File: config.mk
export PLATFORM = sky130hd
export DESIGN_NAME = fetch_decode_ctrl_flat
export DESIGN_NICKNAME = d
export VERILOG_FILES = /design/src/rtl/fetch_decode_ctrl_if.sv /design/src/rtl/fetch_decode_ctrl.sv /design/src/flat_wrapper.sv
export SDC_FILE = /design/constraint.sdc
export NUM_CORES = 1
export LEC_CHECK = 0
export BUFFER_PORTS_ARGS = -buffer_cell sky130_fd_sc_hd__buf_2
export CELL_PAD_IN_SITES_DETAIL_PLACEMENT = 1
export CELL_PAD_IN_SITES_GLOBAL_PLACEMENT = 2
export CORE_MARGIN = 2
export CORE_UTILIZATION = 32
export DETAILED_ROUTE_END_ITERATION = 8
export PLACE_DENSITY_LB_ADDON = 0.05
export RECOVER_POWER = 25
export SYNTH_ARGS = -nofsm -noshare
export SYNTH_HDL_FRONTEND = slang
export SYNTH_SLANG_ARGS = --single-unit
File: constraint.sdc
create_clock -name clk -period 6.8 [get_ports clk]
set_input_delay 1.36 -clock clk [delete_from_list [all_inputs] [get_ports clk]]
set_output_delay 1.36 -clock clk [all_outputs]
set_load 0.05 [all_outputs]
File: src/rtl/fetch_decode_ctrl_if.sv
// Instruction-memory fetch handshake between fetch_decode_ctrl (master) and imem (slave).
interface fetch_decode_ctrl_if #(
    parameter int PC_WIDTH = 8,
    parameter int WIDTH    = 32
);
    logic                imem_req;
    logic [PC_WIDTH-1:0] imem_addr;
    logic                imem_valid;
    logic [WIDTH-1:0]    imem_rdata;

    modport master (output imem_req, output imem_addr, input imem_valid, input imem_rdata);
    modport slave  (input imem_req, input imem_addr, output imem_valid, output imem_rdata);
endinterface

File: src/rtl/fetch_decode_ctrl.sv
// Multi-cycle fetch/decode controller: PC, IR, request/valid fetch, decode into datapath controls.
// Optional ILLEGAL_TRAP_EN: an illegal opcode halts the core at the faulting PC until reset.
module fetch_decode_ctrl #(
    parameter int                  PC_WIDTH  = 8,
    parameter int                  WIDTH     = 32,
    parameter int                  IMM_WIDTH = 12,
    parameter int                  RS_WIDTH  = 5,
    parameter int                  ALU_WIDTH = 4,
    parameter int                  LOAD_WAIT = 1,
    parameter logic [PC_WIDTH-1:0] RESET_PC  = '0
) (
    input  logic                   clk,
    input  logic                   reset,
    fetch_decode_ctrl_if.master    imem,
    input  logic                   zero,
    output logic [RS_WIDTH-1:0]    rs1,
    output logic [RS_WIDTH-1:0]    rs2,
    output logic [RS_WIDTH-1:0]    rd,
    output logic [IMM_WIDTH-1:0]   imm,
    output logic [ALU_WIDTH-1:0]   alu_control,
    output logic                   alu_src,
    output logic                   mem_to_reg,
    output logic                   mem_write,
    output logic                   reg_write,
    output logic                   jal_src,
    output logic [PC_WIDTH-1:0]    ra,
    output logic [PC_WIDTH-1:0]    pc,
    output logic                   instr_valid,
    output logic                   stall,
    output logic                   illegal
);
    localparam int CNT_W = (LOAD_WAIT > 1) ? $clog2(LOAD_WAIT) : 1;

    localparam logic [6:0] OP_LW  = 7'b0000011;
    localparam logic [6:0] OP_SW  = 7'b0100011;
    localparam logic [6:0] OP_BR  = 7'b1100011;
    localparam logic [6:0] OP_R   = 7'b0110011;
    localparam logic [6:0] OP_I   = 7'b0010011;
    localparam logic [6:0] OP_JAL = 7'b1101111;

    localparam logic [ALU_WIDTH-1:0] ALU_AND = ALU_WIDTH'(4'b0000);
    localparam logic [ALU_WIDTH-1:0] ALU_OR  = ALU_WIDTH'(4'b0001);
    localparam logic [ALU_WIDTH-1:0] ALU_ADD = ALU_WIDTH'(4'b0010);
    localparam logic [ALU_WIDTH-1:0] ALU_SRL = ALU_WIDTH'(4'b0011);
    localparam logic [ALU_WIDTH-1:0] ALU_XOR = ALU_WIDTH'(4'b0100);
    localparam logic [ALU_WIDTH-1:0] ALU_SUB = ALU_WIDTH'(4'b0110);

    typedef enum logic [2:0] {S_IDLE, S_FETCH, S_EXEC, S_LOAD_WT, S_HALT} state_t;

    state_t              state_q, state_d;
    logic [PC_WIDTH-1:0] pc_q, pc_d;
    logic [WIDTH-1:0]    ir_q, ir_d;
    logic [CNT_W-1:0]    cnt_q, cnt_d;

    logic [6:0]  opcode;
    logic [2:0]  funct3;
    logic [6:0]  funct7;
    logic [31:0] imm_i, imm_s, imm_b, imm_j, imm32;
    logic signed [31:0] off_words;
    logic is_lw, is_sw, is_br, is_r, is_i, is_jal, dec_illegal, taken;
    logic [ALU_WIDTH-1:0] dec_alu;

    assign opcode = ir_q[6:0];
    assign funct3 = ir_q[14:12];
    assign funct7 = ir_q[31:25];
    assign imm_i  = {{20{ir_q[31]}}, ir_q[31:20]};
    assign imm_s  = {{20{ir_q[31]}}, ir_q[31:25], ir_q[11:7]};
    assign imm_b  = {{19{ir_q[31]}}, ir_q[31], ir_q[7], ir_q[30:25], ir_q[11:8], 1'b0};
    assign imm_j  = {{11{ir_q[31]}}, ir_q[31], ir_q[19:12], ir_q[20], ir_q[30:21], 1'b0};

    // NOTE: every variable written in a combinational block gets a default first, so no path can infer a latch.
    always_comb begin
        is_lw = 1'b0; is_sw = 1'b0; is_br = 1'b0; is_r = 1'b0; is_i = 1'b0; is_jal = 1'b0;
        dec_illegal = 1'b0;
        dec_alu     = ALU_AND;
        imm32       = '0;
        case (opcode)
            OP_LW:  begin is_lw = 1'b1; imm32 = imm_i; dec_alu = ALU_ADD; end
            OP_SW:  begin is_sw = 1'b1; imm32 = imm_s; dec_alu = ALU_ADD; end
            OP_BR:  begin
                is_br = 1'b1; imm32 = imm_b; dec_alu = ALU_SUB;
                dec_illegal = (funct3[2:1] != 2'b00);
            end
            OP_R:   begin
                is_r = 1'b1;
                case (funct3)
                    3'b000: begin
                        if (funct7 == 7'b0000000)      dec_alu = ALU_ADD;
                        else if (funct7 == 7'b0100000) dec_alu = ALU_SUB;
                        else                           dec_illegal = 1'b1;
                    end
                    3'b100:  dec_alu = ALU_XOR;
                    3'b101:  dec_alu = ALU_SRL;
                    3'b110:  dec_alu = ALU_OR;
                    3'b111:  dec_alu = ALU_AND;
                    default: dec_illegal = 1'b1;
                endcase
            end
            OP_I:   begin
                is_i = 1'b1; imm32 = imm_i;
                case (funct3)
                    3'b000:  dec_alu = ALU_ADD;
                    3'b100:  dec_alu = ALU_XOR;
                    3'b110:  dec_alu = ALU_OR;
                    3'b111:  dec_alu = ALU_AND;
                    default: dec_illegal = 1'b1;
                endcase
            end
            OP_JAL: begin is_jal = 1'b1; imm32 = imm_j; end
            default: dec_illegal = 1'b1;
        endcase
    end

    // Branch/jump offsets are byte offsets; the PC counts words.
    assign off_words = $signed(imm32) >>> 2;
    assign taken     = ~dec_illegal & is_br & (funct3[0] ? ~zero : zero);

    // NOTE: sequential state uses non-blocking assignments so every register samples pre-edge values.
    always_ff @(posedge clk or negedge reset) begin
        if (!reset) begin
            state_q <= S_IDLE;
            pc_q    <= RESET_PC;
            ir_q    <= '0;
            cnt_q   <= '0;
        end else begin
            state_q <= state_d;
            pc_q    <= pc_d;
            ir_q    <= ir_d;
            cnt_q   <= cnt_d;
        end
    end

    always_comb begin
        state_d = state_q;
        pc_d    = pc_q;
        ir_d    = ir_q;
        cnt_d   = cnt_q;
        case (state_q)
            S_IDLE:  state_d = S_FETCH;
            S_FETCH: begin
                if (imem.imem_valid) begin
                    ir_d    = imem.imem_rdata;
                    state_d = S_EXEC;
                end
            end
            S_EXEC: begin
                pc_d = (taken || (is_jal && !dec_illegal)) ? pc_q + PC_WIDTH'(off_words)
                                                           : pc_q + PC_WIDTH'(1);
                if (is_lw && !dec_illegal) begin
                    state_d = S_LOAD_WT;
                    cnt_d   = CNT_W'(LOAD_WAIT - 1);
                end
`ifdef ILLEGAL_TRAP_EN
                else if (dec_illegal) begin
                    state_d = S_HALT;
                    pc_d    = pc_q;
                end
`endif
                else begin
                    state_d = S_FETCH;
                end
            end
            S_LOAD_WT: begin
                if (cnt_q == '0) state_d = S_FETCH;
                else             cnt_d   = cnt_q - CNT_W'(1);
            end
            S_HALT:  state_d = S_HALT;
            default: state_d = S_IDLE;
        endcase
    end

    logic in_exec, legal_exec;
    assign in_exec    = (state_q == S_EXEC);
    assign legal_exec = in_exec & ~dec_illegal;

    always_comb begin
        imem.imem_req  = (state_q == S_FETCH);
        imem.imem_addr = pc_q;
        pc          = pc_q;
        rs1         = RS_WIDTH'(ir_q[19:15]);
        rs2         = RS_WIDTH'(ir_q[24:20]);
        rd          = RS_WIDTH'(ir_q[11:7]);
        imm         = IMM_WIDTH'(imm32);
        instr_valid = in_exec;
        alu_control = legal_exec ? dec_alu : '0;
        alu_src     = legal_exec & (is_lw | is_sw | is_i);
        mem_to_reg  = legal_exec & is_lw;
        mem_write   = legal_exec & is_sw;
        reg_write   = legal_exec & (is_lw | is_r | is_i | is_jal);
        jal_src     = legal_exec & is_jal;
        ra          = (legal_exec && is_jal) ? pc_q + PC_WIDTH'(1) : '0;
        stall       = (state_q == S_LOAD_WT);
`ifdef ILLEGAL_TRAP_EN
        illegal     = (state_q == S_HALT);
`else
        illegal     = 1'b0;
`endif
    end
endmodule

File: src/flat_wrapper.sv
// flat-port wrapper written by rule: the top's interface ports become plain ports
module fetch_decode_ctrl_flat 
#(
    parameter int                  PC_WIDTH  = 8,
    parameter int                  WIDTH     = 32,
    parameter int                  IMM_WIDTH = 12,
    parameter int                  RS_WIDTH  = 5,
    parameter int                  ALU_WIDTH = 4,
    parameter int                  LOAD_WAIT = 1,
    parameter logic [PC_WIDTH-1:0] RESET_PC  = '0
)
  (clk, reset, zero, rs1, rs2, rd, imm, alu_control, alu_src, mem_to_reg, mem_write, reg_write, jal_src, ra, pc, instr_valid, stall, illegal, imem_imem_req, imem_imem_addr, imem_imem_valid, imem_imem_rdata);
  fetch_decode_ctrl_if #(.PC_WIDTH(PC_WIDTH), .WIDTH(WIDTH)) imem_i ();
  input  logic clk;
  input  logic reset;
  input  logic zero;
  output logic [RS_WIDTH-1:0] rs1;
  output logic [RS_WIDTH-1:0] rs2;
  output logic [RS_WIDTH-1:0] rd;
  output logic [IMM_WIDTH-1:0] imm;
  output logic [ALU_WIDTH-1:0] alu_control;
  output logic alu_src;
  output logic mem_to_reg;
  output logic mem_write;
  output logic reg_write;
  output logic jal_src;
  output logic [PC_WIDTH-1:0] ra;
  output logic [PC_WIDTH-1:0] pc;
  output logic instr_valid;
  output logic stall;
  output logic illegal;
  output wire logic [$bits(imem_i.imem_req)-1:0] imem_imem_req;
  output wire logic [$bits(imem_i.imem_addr)-1:0] imem_imem_addr;
  input wire logic [$bits(imem_i.imem_valid)-1:0] imem_imem_valid;
  input wire logic [$bits(imem_i.imem_rdata)-1:0] imem_imem_rdata;
  assign imem_imem_req = imem_i.imem_req;
  assign imem_imem_addr = imem_i.imem_addr;
  assign imem_i.imem_valid = imem_imem_valid;
  assign imem_i.imem_rdata = imem_imem_rdata;
  fetch_decode_ctrl #(.PC_WIDTH(PC_WIDTH), .WIDTH(WIDTH), .IMM_WIDTH(IMM_WIDTH), .RS_WIDTH(RS_WIDTH), .ALU_WIDTH(ALU_WIDTH), .LOAD_WAIT(LOAD_WAIT), .RESET_PC(RESET_PC)) u_core (.clk(clk), .reset(reset), .imem(imem_i), .zero(zero), .rs1(rs1), .rs2(rs2), .rd(rd), .imm(imm), .alu_control(alu_control), .alu_src(alu_src), .mem_to_reg(mem_to_reg), .mem_write(mem_write), .reg_write(reg_write), .jal_src(jal_src), .ra(ra), .pc(pc), .instr_valid(instr_valid), .stall(stall), .illegal(illegal));
endmodule
==> impl_metrics.csv, run 1 <==
group,metric,value,unit
setup_path,cp_slowest_cell,"or3_1",
clock_tree,cts_root_buf,"clkbuf_8",
pwr,peakVddDrop,0.0001405,V
detailed_routing,dr.pass1.iters,4,
detailed_routing,wl,7730,microns
global_route,gr-total-overflow,0,
floorplan,die_area,9756,sq um
setup_path,cp.arrival,2470,ps
setup_path,start_kind,"register",
detailed_routing,routedWlPerCell,16.48,microns
pwr,leakagePower,1.577,nW
run,drv_cap,2,
sta,fin_skew,12.31,ps
setup_path,crit_start,"u_core.state_q[1]$_DFFE_PN0P_",
layout,diodes,0,
layout,most-common-layout-cells,"buf_2, dfrtp_1, mux2_2, nor2_1, a21oi_1",
layout,area_growth,17.46,%
logic_synthesis,async_reset_ff_frac,1.000,
clock_tree,post_cts_resized,0,
logic_synthesis,synth.top_cells.by_area,"dfrtp_1, mux2_2, buf_4, ha_1, a21oi_1",
clock_tree,clock_latency,300,ps
outcome,status,"complete, but fails checks",
setup_path,critical_path.max_stage_delay,610,ps
detailed_routing,first_iter_violations,75,
logic_synthesis,synth_flop_cell,"dfrtp_1",
place,gp_congestion,0.8162,
place,dp.cells,461,
sta,slew_headroom,-0.6644,
place,place_hpwl,5745,microns
sta,fmax,261.0,MHz
setup_path,crit_top_cell,"inv_1",
logic_synthesis,ys_ff_latch,43,
clock_tree,clockBufferDepth,2,
logic_synthesis,syn_inst,291,
global_route,grt.total_usage,0.1595,
sta,setup_viol,0,
logic_synthesis,avgSynthCellArea,9.876,sq um
floorplan,rows,34,
global_route,grt_pass1_vias,2426,
logic_synthesis,yosysTopAreaCellShare,0.3744,
clock_tree,cts_hold_buf,0,
setup_path,worstReg2RegStart,"u_core.ir_q[5]$_DFFE_PN0P_",
logic_synthesis,seq_area_frac_synth,0.3744,
clock_tree,numCtsBuffers,5,
clock_tree,cts_tree,"built",
detailed_routing,drc,0,
setup_path,critical_path_buf_inv_count,3,
floorplan,start_util,0.3296,
outcome,violations,"capacitance limit, slew limit",
clock_tree,post_cts_buffers,0,
global_route,grt_first_pass_wirelength,12600,microns
sta,fin_tns_setup,0,ps
setup_path,cp-end-kind,"primary output",
layout,drive_gt1_frac,0.4127,
detailed_routing,avgViaCountPerCell,5.115,
place,dpl_cell_area,3249,sq um
setup_path,crit_required,5440,ps
pwr,power_density,344.5,nW/um^2
sta,holdWs,469.9,ps
detailed_routing,drtAntennaViolNets,0,
sta,slew_violations,81,
logic_synthesis,synth_cell_types,56,
sta,tightest_slew,2497,ps
setup_path,criticalPathCategory,"reg -> out",
sta,timing.final.crit_share,0.5635,
logic_synthesis,synth_top_area_cell,"dfrtp_1",
layout,stdcell_area,3376,sq um
setup_path,crit_chain,"inv_1 > or3_1 > inv_1 > nand3_2 > nor3_2 > buf_2",
hold_path,hold_start,"u_core.state_q[1]$_DFFE_PN0P_",
clock_tree,cts_sinks,43,
floorplan,die_h,98.77,microns
global_route,grt_max_degree,44,
clock_tree,clk_pin_slew,90,ps
layout,mostFrequentLayoutCell,"buf_2",
sta,rsz0062_at_grt,"false",
layout,fin_nets,405,
hold_path,hp-class,"reg -> reg",
place,port_buffers,97,
detailed_routing,vias,2399,
sta,hold_viol_final,0,
sta,layout_min_cycle_time,3832,ps
floorplan,chipWidth,98.77,microns
floorplan,num_io_pins,100,
floorplan,core_area,8721,sq um
setup_path,crit_fanout,13,
clock_tree,cts_max_level,2,
global_route,antenna_found_initial,0,
setup_path,cp_top_family,"simple AND/OR/NAND/NOR gates",
logic_synthesis,yosys_warnings,0,
logic_synthesis,synth-edff-count,0,
layout,fin_cells,469,
logic_synthesis,synth_area,2874,sq um
-- layer usage --
layer / track usage / up-vias / wire [microns]
li1: - / 1135 / -
met1: 0.2304 / 1188 / 3726
met2: 0.2495 / 72 / 3544
met3: 0.03191 / 4 / 392
met4: 0.03161 / 0 / 65
met5: 0 / - / 0
-- per-stage QoR --
stage | setup slack [ps] | util | power (mW)
detailed placement | 3254 | 0.3726 | 0.9357
global placement | 3326 | 0.3726 | 0.9303
finish | 2968 | 0.3871 | 1.163
floorplan | 2986 | - | 0.8522
CTS | 2932 | 0.3878 | 1.181
global route | 2788 | 0.3871 | 1.235
-- cells in the mapped netlist (2+ instances only) --
library cell and n:
mux2_2 29, a22oi_1 3, nor3b_1 3, o21a_1 4, buf_2 7, nand3_1 12, inv_1 12, a31oi_1 2
ha_1 8, o211ai_1 2, nor2_1 24, nand2b_1 2, or4_4 2, nand2_1 13, o22ai_1 3, and2_1 2
clkbuf_1 2, xor2_1 3, or3_1 3, a21o_1 4, buf_4 27, nor3_1 2, xnor2_1 8, nor2b_1 7
nor3_4 2, a22o_1 4, nand4_1 2, o21ai_0 9, and3_1 3, dfrtp_1 43, a21oi_1 19
-- area by class of cell --
cell class	count	area (sq um)
tap	108	135.1
sequential	43	1076
timing repair buffer	98	486.7
clock inverter	2	60.06
inverter	12	45.04
fill	1017	5345
multi-input combinational	200	1500
clock buffer	6	72.57
-- logic make-up (layout without fill, tap and decap cells) --
logic type / count (synthesis) / after routing / share of synthesized area
and+or+nand+nor: 88 / 88 / 0.1789
xor gates and xnor gates: 11 / 11 / 0.03352
adders and majority gates: 9 / 9 / 0.04180
buffers and inverters: 49 / 118 / 0.1049
muxes: 30 / 30 / 0.1171
DFF: 43 / 43 / 0.3744
other: 1 / 2 / 0.001305
AOI/OAI and AO/OA: 60 / 60 / 0.1480
-- path summary, 6_finish.rpt --
path | to | slack (ps) | depth (start not counted)
hold / removal | u_core.state_q[2]$_DFFE_PN0P_ | 470 | 1
setup reg to reg | u_core.imem.imem_addr[6]$_DFFE_PN0P_ | 3420 | 14
max in group asynchronous | u_core.ir_q[0]$_DFFE_PN0P_ | 3560 | 1
hold reg to reg | u_core.state_q[2]$_DFFE_PN0P_ | 470 | 1
min in group asynchronous | u_core.ir_q[25]$_DFFE_PN0P_ | 1840 | 1
setup / recovery | alu_control[0] | 2970 | 6
-- sequential cells by signal (all words and copies together), names as in the netlist --
register               count
u_core.imem.imem_addr      8
u_core.ir_q               32
u_core.state_q             3
-- report_power, final --
| part | switching [mW] | internal [mW] |
|---|---|---|
| sequential | 0.0917 | 0.317 |
| clock | 0.0929 | 0.147 |
| combinational | 0.354 | 0.160 |
| total | 0.539 | 0.624 |
-- worst reg2reg max path, stage by stage (launching register included) --
cell and delay (ps):
dfrtp_1 650, nor2b_1 240, nand2_1 150, o22ai_1 390, a22o_1 240, ha_1 170, inv_1 50, fa_1 410
inv_1 80, a21o_1 120, a21oi_1 90, o21bai_1 150, a21oi_1 100, or4_1 410, nand3_1 80
No activity file was read; power rests on OpenSTA's default activity.
==> inputs of run 2 (changes only) <==
CORE_UTILIZATION = 30   (was 32)
clock period = 3.7 ns   (was 6.8 ns; I/O delays follow)
==> run 2 against run 1 <==
Net effect:
- the run still ends with capacitance limit, slew limit left
- largest power group unchanged
- die area rose by 6.4%
- global-route usage rose by 0.12 points
- register-to-register slack got worse by 2900 ps
- critical endpoint is now u_core.imem.imem_addr[6]$_DFFE_PN0P_
==> impl_metrics.csv, run 2 (same netlist as run 1, synthesis figures left out) <==
group,metric,value,unit
outcome,status,"complete, but fails checks",
global_route,grt_first_pass_wirelength,12920,microns
floorplan,start_util,0.3096,
setup_path,start_kind,"register",
layout,diodes,0,
global_route,grt_max_degree,44,
sta,timing.final.crit_share,0.8645,
layout,largest_reg_flops,32,
sta,fmax,312.6,MHz
clock_tree,cts_hold_buf,0,
layout,top_register,"u_core.ir_q",
sta,layout_min_cycle_time,3199,ps
sta,holdWs,469.4,ps
detailed_routing,wl,7904,microns
setup_path,crit_fanout,6,
hold_path,hold_start,"u_core.state_q[1]$_DFFE_PN0P_",
sta,slew_violations,44,
floorplan,die_h,101.9,microns
sta,slew_headroom,-0.6448,
layout,most-common-layout-cells,"buf_2, dfrtp_1, mux2_2, nor2_1, a21oi_1",
sta,fin_skew,4.906,ps
global_route,grt_pass1_vias,2442,
place,dp.cells,485,
detailed_routing,top_layer,"met4",
detailed_routing,first_iter_violations,65,
clock_tree,cts_sinks,43,
setup_path,worstReg2RegStart,"u_core.ir_q[2]$_DFFE_PN0P_",
floorplan,num_io_pins,100,
place,place_hpwl,5993,microns
setup_path,crit_required,3930,ps
sta,setup_ws,501.5,ps
clock_tree,numCtsBuffers,5,
setup_path,criticalPathCategory,"reg -> reg",
detailed_routing,drtAntennaViolNets,0,
floorplan,die_area,10380,sq um
detailed_routing,wl_met1,3729,microns
place,gp_congestion,0.8358,
clock_tree,clockBufferDepth,2,
floorplan,chipWidth,101.9,microns
run,drv_cap,1,
detailed_routing,vias,2396,
layout,mostFrequentLayoutCell,"buf_2",
layout,fin_nets,408,
detailed_routing,avgViaCountPerCell,4.870,
detailed_routing,dr.pass1.iters,4,
global_route,gr-total-overflow,0,
global_route,antenna_found_initial,0,
sta,tightest_slew,2467,ps
setup_path,cp.arrival,3430,ps
sta,hold_viol_final,0,
layout,area_growth,18.28,%
detailed_routing,drc,0,
place,post-place-ws,524.5,ps
detailed_routing,routedWlPerCell,16.07,microns
setup_path,cp-end-kind,"register",
sta,fin_tns_setup,0,ps
layout,drive_gt1_frac,0.4215,
detailed_routing,dr_wl_met2,3662,microns
clock_tree,cts_max_level,2,
floorplan,rows,35,
clock_tree,clock_latency,290,ps
sta,setup_viol,0,
layout,seq_area,1076,sq um
clock_tree,cts_root_buf,"clkbuf_8",
place,port_buffers,97,
floorplan,core_area,9284,sq um
pwr,p_total,2.061,mW
pwr,leakagePower,1.584,nW
pwr,power_density,606.4,nW/um^2
clock_tree,clk_pin_slew,80,ps
pwr,peakVddDrop,0.0002391,V
clock_tree,post_cts_buffers,0,
global_route,grt.total_usage,0.1607,
setup_path,crit_start,"u_core.ir_q[2]$_DFFE_PN0P_",
sta,rsz0062_at_grt,"false",
detailed_routing,wl_met3,432,microns
hold_path,hp-class,"reg -> reg",
clock_tree,cts_tree,"built",
clock_tree,post_cts_resized,0,
layout,nFillCells,1137,
layout,fin_cells,492,
layout,multiInputGateArea,1500,sq um
outcome,violations,"capacitance limit, slew limit",
## run 2: changes by cell type in the layout (fill, tap and decap cells not counted)
cell	change
buf_4	+4
clkbuf_1	-2
buf_2	+1
bufinv_16	-1
## run 2: final timing paths
check	end	slack, ps	cells past startpoint
worst max-delay path	u_core.imem.imem_addr[6]$_DFFE_PN0P_	500	14
worst min-delay path	u_core.state_q[2]$_DFFE_PN0P_	470	1
worst max register to register	u_core.imem.imem_addr[6]$_DFFE_PN0P_	500	14
worst min register to register	u_core.state_q[2]$_DFFE_PN0P_	470	1
max in group asynchronous	u_core.ir_q[27]$_DFFE_PN0P_	1100	1
min in group asynchronous	u_core.ir_q[7]$_DFFE_PN0P_	1200	1
## run 2: critical path, stage by stage, from the launching register on
cell	delay, ps
dfrtp_1	420
and4bb_4	420
nand2b_4	90
o22ai_1	340
a22o_1	240
ha_1	170
inv_1	60
fa_1	410
inv_1	80
a21o_1	120
a21oi_1	90
o21bai_1	150
a21oi_1	90
or4_1	390
nand3_1	70
## run 2: metal layers
layer / up-vias / track usage
met2: 67 / 0.2591
met5: - / 0
met1: 1179 / 0.2238
met3: 5 / 0.03215
met4: 0 / 0.03692
li1: 1145 / -
## run 2: where the power goes
group          switching (mW)  internal [mW]  total (mW)
registers               0.161          0.582       0.744
clock network           0.165          0.198       0.363
logic                   0.658          0.297       0.955
total                   0.984           1.08        2.06
## run 2: final cells by class
cell class	count	share of cell area
flip-flops and latches	43	0.3165
multi-input cells	200	0.4413
well taps	129	0.04748
repair buffers	101	0.1513
inverters	12	0.01325
clock buffers	6	0.02135
clock inverters	1	0.008833
## run 2: through the flow
step / utilization / cell area (sq um)
2_1_floorplan: - / 2878
3_3_place_gp: 0.3553 / 3298
3_5_place_dp: 0.3553 / 3298
4_1_cts: 0.3663 / 3401
5_1_grt: 0.3662 / 3400
6_report: 0.3662 / 3400
